File: config.mk
export PLATFORM = sky130hd
export DESIGN_NAME = pair_order_ctrl
export DESIGN_NICKNAME = d
export VERILOG_FILES = /design/src/rtl/pair_order_pkg.sv /design/src/rtl/rr_arb2.sv /design/src/rtl/pair_order_ctrl.sv
export SDC_FILE = /design/constraint.sdc
export NUM_CORES = 1
export LEC_CHECK = 0
export BUFFER_PORTS_ARGS = -buffer_cell sky130_fd_sc_hd__buf_2
export CORE_MARGIN = 2
export CORE_UTILIZATION = 42
export DETAILED_ROUTE_END_ITERATION = 6
export SYNTH_ARGS = -nofsm -noshare
export SYNTH_HDL_FRONTEND = slang
export SYNTH_SLANG_ARGS = --single-unit
export TNS_END_PERCENT = 5
File: constraint.sdc
create_clock -name clk -period 2.3 [get_ports clk]
set_clock_uncertainty 0.2 [all_clocks]
set_input_delay 0 -clock clk [delete_from_list [all_inputs] [get_ports clk]]
set_output_delay 0 -clock clk [all_outputs]
set_load 0.05 [all_outputs]
File: src/rtl/pair_order_pkg.sv
// Shared types and constants for the pair ordering controller.
// Holds the FSM state enum, the output lane indices, the default flush
// timeout and the helper that places one requester bit into its lane.
package pair_order_pkg;

   typedef enum logic [1:0] {
      IDLE        = 2'd0,
      WAIT_SECOND = 2'd1,
      OUTPUT      = 2'd2
   } pairState_e;

   localparam int unsigned LANE_HI = 1;
   localparam int unsigned LANE_LO = 0;

   localparam int DEFAULT_TIMEOUT = 15;

   // Returns a 2-bit word holding dataBit in the lane that reqIdx maps to
   // under orderBit, with the other lane zero. order=0 swaps requesters
   // onto lanes (req0 -> hi), order=1 keeps them straight (req0 -> lo).
   function automatic logic [1:0] placeBit(input logic reqIdx,
                                           input logic orderBit,
                                           input logic dataBit);
      logic [1:0] lanes;
      lanes = 2'b00;
      if (reqIdx == orderBit) begin
         lanes[LANE_HI] = dataBit;
      end else begin
         lanes[LANE_LO] = dataBit;
      end
      return lanes;
   endfunction

endpackage

File: src/rtl/rr_arb2.sv
// Two-way arbiter. A lone request is granted directly; on a simultaneous
// request the pointer picks the winner (0 -> requester0, 1 -> requester1).
// Tying the pointer low turns it into a fixed-priority arbiter.
module rr_arb2 (
   input  logic [1:0] req_i,
   input  logic       ptr_i,
   output logic [1:0] grant_o
);

   // Grant the single requester, or the pointer-favoured one on a tie.
   always_comb begin
      grant_o = req_i;
      if (req_i == 2'b11) begin
         grant_o = ptr_i ? 2'b10 : 2'b01;
      end
   end

endmodule

File: src/rtl/pair_order_ctrl.sv
// Collects one bit from each of two requesters, maps them onto output lanes
// according to the order sampled on the first transfer, and presents the
// pair until the consumer accepts it. A pair left half-filled for TIMEOUT
// cycles is flushed as a partial result (TIMEOUT = 0 disables the flush).
// Define PAIR_ORDER_RR_EN for round-robin arbitration in IDLE; the default
// build uses fixed priority with requester0 winning ties.
module pair_order_ctrl
   import pair_order_pkg::*;
#(
   parameter int TIMEOUT = DEFAULT_TIMEOUT
) (
   input  logic       clk,
   input  logic       reset_n,
   input  logic [1:0] req_valid,
   input  logic [1:0] req_data,
   output logic [1:0] req_ready,
   input  logic       order,
   output logic [1:0] out,
   output logic       out_valid,
   output logic       out_partial,
   input  logic       out_ready
);

   localparam int CNT_W = ($clog2(TIMEOUT + 1) > 8) ? $clog2(TIMEOUT + 1) : 8;
   localparam logic [CNT_W-1:0] TIMEOUT_LIM = CNT_W'(TIMEOUT);
   localparam bit TIMEOUT_EN = (TIMEOUT != 0);

   pairState_e       state_q, state_d;
   logic [1:0]       hold_q, hold_d;
   logic             capIdx_q, capIdx_d;
   logic             order_q, order_d;
   logic [CNT_W-1:0] cnt_q, cnt_d;
   logic [CNT_W-1:0] cntInc;
   logic             timeoutHit;
   logic [1:0]       out_q, out_d;
   logic             outValid_q, outValid_d;
   logic             outPartial_q, outPartial_d;
   logic [1:0]       grant;
   logic [1:0]       xfer;
   logic             xferIdx;
   logic             arbPtr;

`ifdef PAIR_ORDER_RR_EN
   logic ptr_q, ptr_d;
   assign arbPtr = ptr_q;
`else
   assign arbPtr = 1'b0;
`endif

   rr_arb2 u_arb (
      .req_i   (req_valid),
      .ptr_i   (arbPtr),
      .grant_o (grant)
   );

   // Ready goes to the arbitration winner in IDLE, to the missing requester
   // while waiting for the second half, and nowhere while the result is held.
   always_comb begin
      req_ready = 2'b00;
      case (state_q)
         IDLE:        req_ready = grant;
         WAIT_SECOND: req_ready = capIdx_q ? 2'b01 : 2'b10;
         default:     req_ready = 2'b00;
      endcase
   end

   assign xfer    = req_valid & req_ready;
   assign xferIdx = xfer[1];

   assign cntInc     = (cnt_q < TIMEOUT_LIM) ? cnt_q + CNT_W'(1) : cnt_q;
   assign timeoutHit = TIMEOUT_EN && (cntInc == TIMEOUT_LIM);

   // Next-state logic: capture the first half, complete or flush the pair,
   // then hold it until the consumer takes it. A transfer beats the timeout.
   always_comb begin
      state_d      = state_q;
      hold_d       = hold_q;
      capIdx_d     = capIdx_q;
      order_d      = order_q;
      cnt_d        = cnt_q;
      out_d        = out_q;
      outValid_d   = outValid_q;
      outPartial_d = outPartial_q;
`ifdef PAIR_ORDER_RR_EN
      ptr_d        = ptr_q;
`endif
      case (state_q)
         IDLE: begin
            if (|xfer) begin
               order_d  = order;
               capIdx_d = xferIdx;
               hold_d   = placeBit(xferIdx, order, req_data[xferIdx]);
               cnt_d    = '0;
               state_d  = WAIT_SECOND;
`ifdef PAIR_ORDER_RR_EN
               ptr_d    = ~ptr_q;
`endif
            end
         end
         WAIT_SECOND: begin
            if (|xfer) begin
               out_d        = hold_q | placeBit(xferIdx, order_q, req_data[xferIdx]);
               outValid_d   = 1'b1;
               outPartial_d = 1'b0;
               cnt_d        = '0;
               state_d      = OUTPUT;
            end else if (timeoutHit) begin
               out_d        = hold_q;
               outValid_d   = 1'b1;
               outPartial_d = 1'b1;
               cnt_d        = '0;
               state_d      = OUTPUT;
            end else begin
               cnt_d = cntInc;
            end
         end
         OUTPUT: begin
            if (out_ready) begin
               outValid_d   = 1'b0;
               outPartial_d = 1'b0;
               state_d      = IDLE;
            end
         end
         default: state_d = IDLE;
      endcase
   end

   // State and datapath registers; reset drops any pending pair.
   always_ff @(posedge clk or negedge reset_n) begin
      if (!reset_n) begin
         state_q      <= IDLE;
         hold_q       <= 2'b00;
         capIdx_q     <= 1'b0;
         order_q      <= 1'b0;
         cnt_q        <= '0;
         out_q        <= 2'b00;
         outValid_q   <= 1'b0;
         outPartial_q <= 1'b0;
`ifdef PAIR_ORDER_RR_EN
         ptr_q        <= 1'b0;
`endif
      end else begin
         state_q      <= state_d;
         hold_q       <= hold_d;
         capIdx_q     <= capIdx_d;
         order_q      <= order_d;
         cnt_q        <= cnt_d;
         out_q        <= out_d;
         outValid_q   <= outValid_d;
         outPartial_q <= outPartial_d;
`ifdef PAIR_ORDER_RR_EN
         ptr_q        <= ptr_d;
`endif
      end
   end

   assign out         = out_q;
   assign out_valid   = outValid_q;
   assign out_partial = outPartial_q;

endmodule

# ---- After elaboration in Yosys (flattened, before gate mapping)
# Index checks and enable logic that the tools add are counted.
dict set report totals {
  out_inout_bits 6
  in_bits 8
  register_bits 18
}
dict set report op_classes {
  bitwise 2
  n_addsub 1
  mux 31
  order_cmp 2
  eq_ne 9
  reduce_logical 10
}
# op n
set ops {}
lappend ops {{2-to-1 mux 8 bit} 4}
lappend ops {{2-to-1 mux 2 bit} 8}
lappend ops {{one-hot mux 8 bit (2 select lines)} 1}
lappend ops {{2-to-1 mux 1 bit} 14}
lappend ops {{adder 8 x 1 -> 8 bit (second input constant)} 1}
lappend ops {{equality test 8 x 4 -> 1 bit (second input constant)} 1}
lappend ops {{less-than comparator 8 x 4 -> 1 bit (second input constant)} 1}
lappend ops {{one-hot mux 2 bit (3 select lines)} 1}
lappend ops {{AND reduction 2 bit} 3}
lappend ops {{AND reduction 3 bit} 2}
lappend ops {{nonzero test 2 bit} 3}
lappend ops {{equality test 2 bit (second input constant)} 2}
lappend ops {{!= test 2 bit (second input constant)} 2}
lappend ops {{one-hot mux 1 bit (2 select lines)} 2}
lappend ops {{one-hot mux 2 bit (2 select lines)} 1}
lappend ops {{!= test 3 bit (second input constant)} 1}
lappend ops {{bitwise AND 2 bit} 1}
lappend ops {{equality test 1 bit} 2}
lappend ops {{equality test 2 x 1 -> 1 bit (second input constant)} 1}
lappend ops {{zero test 2 bit} 1}
lappend ops {{less-than comparator 1 x 2 -> 1 bit (second input constant)} 1}
lappend ops {{bitwise OR 2 bit} 1}
lappend ops {{OR reduction 2 bit} 1}

# ---- Logic depth before layout (Yosys ltp)
dict set report logic_depth {
  depth_word 11
  mapped_depth 7
}

# ---- Hierarchy
# A second synthesis with hierarchy kept.
dict set report unflattened {
  hier_cells 111
  hier_area_um2 1121.1
}
# mod n_inst seq_area_each_um2 area_per_inst_um2 cells_each
set by_module_without_submodules {}
lappend by_module_without_submodules {pair_order_ctrl 1 450.4 1102.3 108}
lappend by_module_without_submodules {rr_arb2 1 0.0 18.8 3}

# ---- Least setup slack after synthesis
# Ideal clock, no wire load.
dict set report synth_timing {
  path_kind {flip-flop to flip-flop}
  startpoint {register cnt_q[0]}
  endpoint {register cnt_q[3]}
  t_arrival_ps 1850
  slack_ps 186
  setup_ps 65
  stages_incl_launch_ff 8
  required_ps 2035
  cell_sequence {dfrtp_1 ha_1 mux2_2 a32oi_2 o32ai_2 buf_6 o31ai_4 o21a_1}
}
dict set report synth_via {
  elab_chain_len 6
  word_cells_on_any_way 7
  cone_classes {add/sub (1); order compare (1); eq/ne (1); mux (4)}
}
# item line
set synth_rtl {}
lappend synth_rtl {{start, declared} pair_order_ctrl.sv:32} ;# logic [CNT_W-1:0] cnt_q, cnt_d;
lappend synth_rtl {{start signal, assigned} pair_order_ctrl.sv:147} ;# cnt_q <= cnt_d;
lappend synth_rtl {{adder 8 x 1 -> 8 bit / less-than comparator 8 x 4 -> 1 bit (equally long branches)} pair_order_ctrl.sv:70} ;# assign cntInc = (cnt_q < TIMEOUT_LIM) ? cnt_q + CNT_W'(1) : cnt_q;
lappend synth_rtl {{2-to-1 mux 8 bit (*)} pair_order_ctrl.sv:70}
lappend synth_rtl {{equality test 8 x 4 -> 1 bit} pair_order_ctrl.sv:71} ;# assign timeoutHit = TIMEOUT_EN && (cntInc == TIMEOUT_LIM);
lappend synth_rtl {{2-to-1 mux 8 bit (*)} pair_order_ctrl.sv:107} ;# end else if (timeoutHit) begin
lappend synth_rtl {{2-to-1 mux 8 bit (*)} pair_order_ctrl.sv:101} ;# if (|xfer) begin
lappend synth_rtl {{one-hot mux 8 bit (2 select lines) (*)} pair_order_ctrl.sv:87} ;# case (state_q)
# Mark *: on every way between the ends. The rest lies on a longest branch, timed or not.
# A chain may end at the register's enable or synchronous reset.

# ---- Final worst setup path
dict set report layout_timing {
  startpoint {register cnt_q[1]}
  endpoint {register cnt_q[2]}
}
# Same word-level chain as after synthesis.

==> run metrics <==
outcome completed; worst-path fanout max 6; mean instance size in the synthesized netlist between 10 and 15 um2; number of max-slew violations in the final report 0; Critical Path Source Type flop; Final Hold Slack between 0.015 and 0.02 ns; vias after detailed routing 845; number of flops mapped to enable cells by yosys 0; worst hold-check path type input pin to flop; initial cell density of the core around 44%; Crit path required time around 2.3 ns; clock root buffer clkbuf_4; Peak supply drop about 0.65 mV; Port Buf Inserts 13; largest net degree at the start of global routing 19; number of setup violations in the final report 0; Layout Area Growth over Synthesis 25.8%; TritonCTS clock tree done; MaxCap Viol Count 0; number of library cell types mapped by synthesis 38; total clock sinks 18; placed wire-length estimate after detailed placement approximately 1500 um; routability-driven placement congestion ratio just over 0.8; leakage power of the design roughly 0.54 nW; main flop type after synthesis dfrtp_1; minimum period implied by the final worst setup slack between 2 and 2.5 ns; global-route wire length before repair between 3000 and 4000 um; Tot GR Track Use 17.3%; count of state elements after synthesis 18; Hold Fails Final Rpt 0; CTS H-tree depth 1; final critical-path share of the clock period between 90 and 100%; synthesized net count approximately 110; fraction of final layout cells sized beyond drive strength 1 ~25%; DRC viols 0; critical path launch point cnt_q[1]$_DFFE_PN0P_; setup slack of the critical path after layout 0.153 ns; relative slew slack around 47%; GRT Residual Overflow 0; antenna-violating nets left 0; maximum count of clock buffers along a single path 2; element type at the critical path end flop; worst slack after detailed placement approximately 0.095 ns; setup slack, reg-to-reg around 0.15 ns; Critical Setup Path Class flop to flop; Synth Cell Area slightly below 0.001 mm2; setup TNS 0 ns; die area roughly 0.0027 mm2; async set-or-reset flop fraction in the synthesized netlist 100%; highest clock frequency the design can meet approximately 0.47 GHz; number of core rows 17; power per cell area 1240 mW/mm2; die span in y between 50 and 60 um; number of global-route vias before repair slightly below 800; antenna violations before repair 0; RSZ-0062 raised after global routing no; hold wc startpoint req_data[0]; average via count per standard cell approximately 5.5; number of DRC violations after detailed-routing iteration 0 20; nets@finish around 140; post-synthesis sequential area ratio a little under half; Skew-Pair Late Insertion Delay 0.29 ns; commonest non-fill, non-tap cell in the layout dfrtp_1; CP arrival about 2.2 ns; Die W around 52 um; clock buffers created by TritonCTS 3; ports placed on the boundary 14; Worst Max-Slew Pin Slew between 0.7 and 0.8 ns; launching point of the worst reg2reg path cnt_q[1]$_DFFE_PN0P_; Post-Route WL 2050 um; total iterations of the first detailed-routing run 4; Warnings, synthesis 0; antenna cells 0; floorplan core area 0.00221 mm2; number of instances in the synthesized netlist around 100; clock-pin slew on the worst setup and hold paths 0.10 ns; most frequent cells in the layout 18 x dfrtp_1, 13 x buf_2, 10 x nand2_1, 10 x a21oi_1, 7 x dlygate4sd3_1; drt wl/cell 13.4 um
[metrics by stage]
| step | cells | area [um2] | util (%) | power, W |
|---|---|---|---|---|
| floorplan | 98 | 981 | - | 0.00109 |
| global placement | 141 | 1100 | 49.5 | 0.00126 |
| detailed placement | 141 | 1100 | 49.5 | 0.00127 |
| CTS | 152 | 1200 | 54.4 | 0.00149 |
| global route | 153 | 1230 | 55.8 | 0.00165 |
| finish | 153 | 1230 | 55.8 | 0.00153 |
[synthesized netlist by cell type (2+ instances only)]
| cell type | n | area (um2) |
|---|---|---|
| dfrtp_1 | 18 | 450 |
| a21oi_1 | 10 | 50.1 |
| nand2_1 | 10 | 37.5 |
| nor2_1 | 6 | 22.5 |
| nor3_1 | 5 | 25.0 |
| o21ai_0 | 5 | 25.0 |
| and2_1 | 4 | 25.0 |
| inv_1 | 3 | 11.3 |
| nor3b_1 | 3 | 22.5 |
| a31oi_1 | 2 | 12.5 |
| a32o_1 | 2 | 20.0 |
| mux2_2 | 2 | 22.5 |
| nor2b_1 | 2 | 12.5 |
| xnor2_1 | 2 | 17.5 |
[metal layers]
layer | global-route usage (%) | vias up | share of wire, % | wire, um
met2 | 27.1 | 14 | 51 | 1040
met5 | 0 | - | 0 | 0
met3 | 3.43 | 2 | 3.3 | 67
met4 | 7.69 | 0 | 0.34 | 7
li1 | - | 415 | - | -
met1 | 23.0 | 414 | 46 | 938
[cell type report]
type	count	area [um2]
fillers	203	978
multi-input cells	75	528
flip-flops and latches	18	450
repair buffers	25	173
clock buffers	4	36.3
well taps	28	35.0
inverters	3	11.3
[cell families (layout without fill, tap and decap cells)]
family | after synthesis | count (layout) | synth area share [%]
mux | 3 | 3 | 3.32
simple gates | 39 | 39 | 21.9
fa+ha+maj | 1 | 1 | 1.28
compound gates | 29 | 29 | 22.2
xor+xnor | 3 | 3 | 2.68
buf+inv | 5 | 32 | 2.68
flops | 18 | 18 | 45.9
[report_power, final]
part / switching, W / total [W] / internal (W)
registers: 0.000103 / 0.000515 / 0.000412
logic: 0.000485 / 0.000817 / 0.000332
clock network: 0.000100 / 0.000197 / 0.0000965
[timing repair]
| item | CTS | global route |
|---|---|---|
| hold buffers | 7 | 0 |
| gates resized for setup | 0 | 2 |
| hold endpoints to repair | 25 | 0 |
| buffers inserted | 0 | 1 |
| endpoints found under the setup margin | 0 | 4 |
[worst paths after layout]
check                                              to  cells after the start
max in group asynchronous        cnt_q[4]$_DFFE_PN0P_                      3
worst min register to register  hold_q[1]$_DFFE_PN0P_                      1
worst max-delay path             cnt_q[2]$_DFFE_PN0P_                      7
worst min-delay path            hold_q[1]$_DFFE_PN0P_                      5
min in group asynchronous          out[0]$_DFFE_PN0P_                      3
worst max register to register   cnt_q[2]$_DFFE_PN0P_                      7
[worst max-delay path, cell delays in order, from the launching register on]
cell and delay, ns:
dfrtp_1 0.45, ha_4 0.24, mux2_2 0.26, a32oi_2 0.27, o32ai_4 0.16, buf_4 0.18
nor3_1 0.17, o22a_1 0.15
[registers in the layout, indices dropped and copies added, names as in the netlist]
| name | count |
|---|---|
| capIdx_q | 1 |
| cnt_q | 8 |
| hold_q | 2 |
| order_q | 1 |
| out | 2 |
| out_partial | 1 |
| out_valid | 1 |
| state_q | 2 |
No activity file was read; power rests on OpenSTA's default activity.
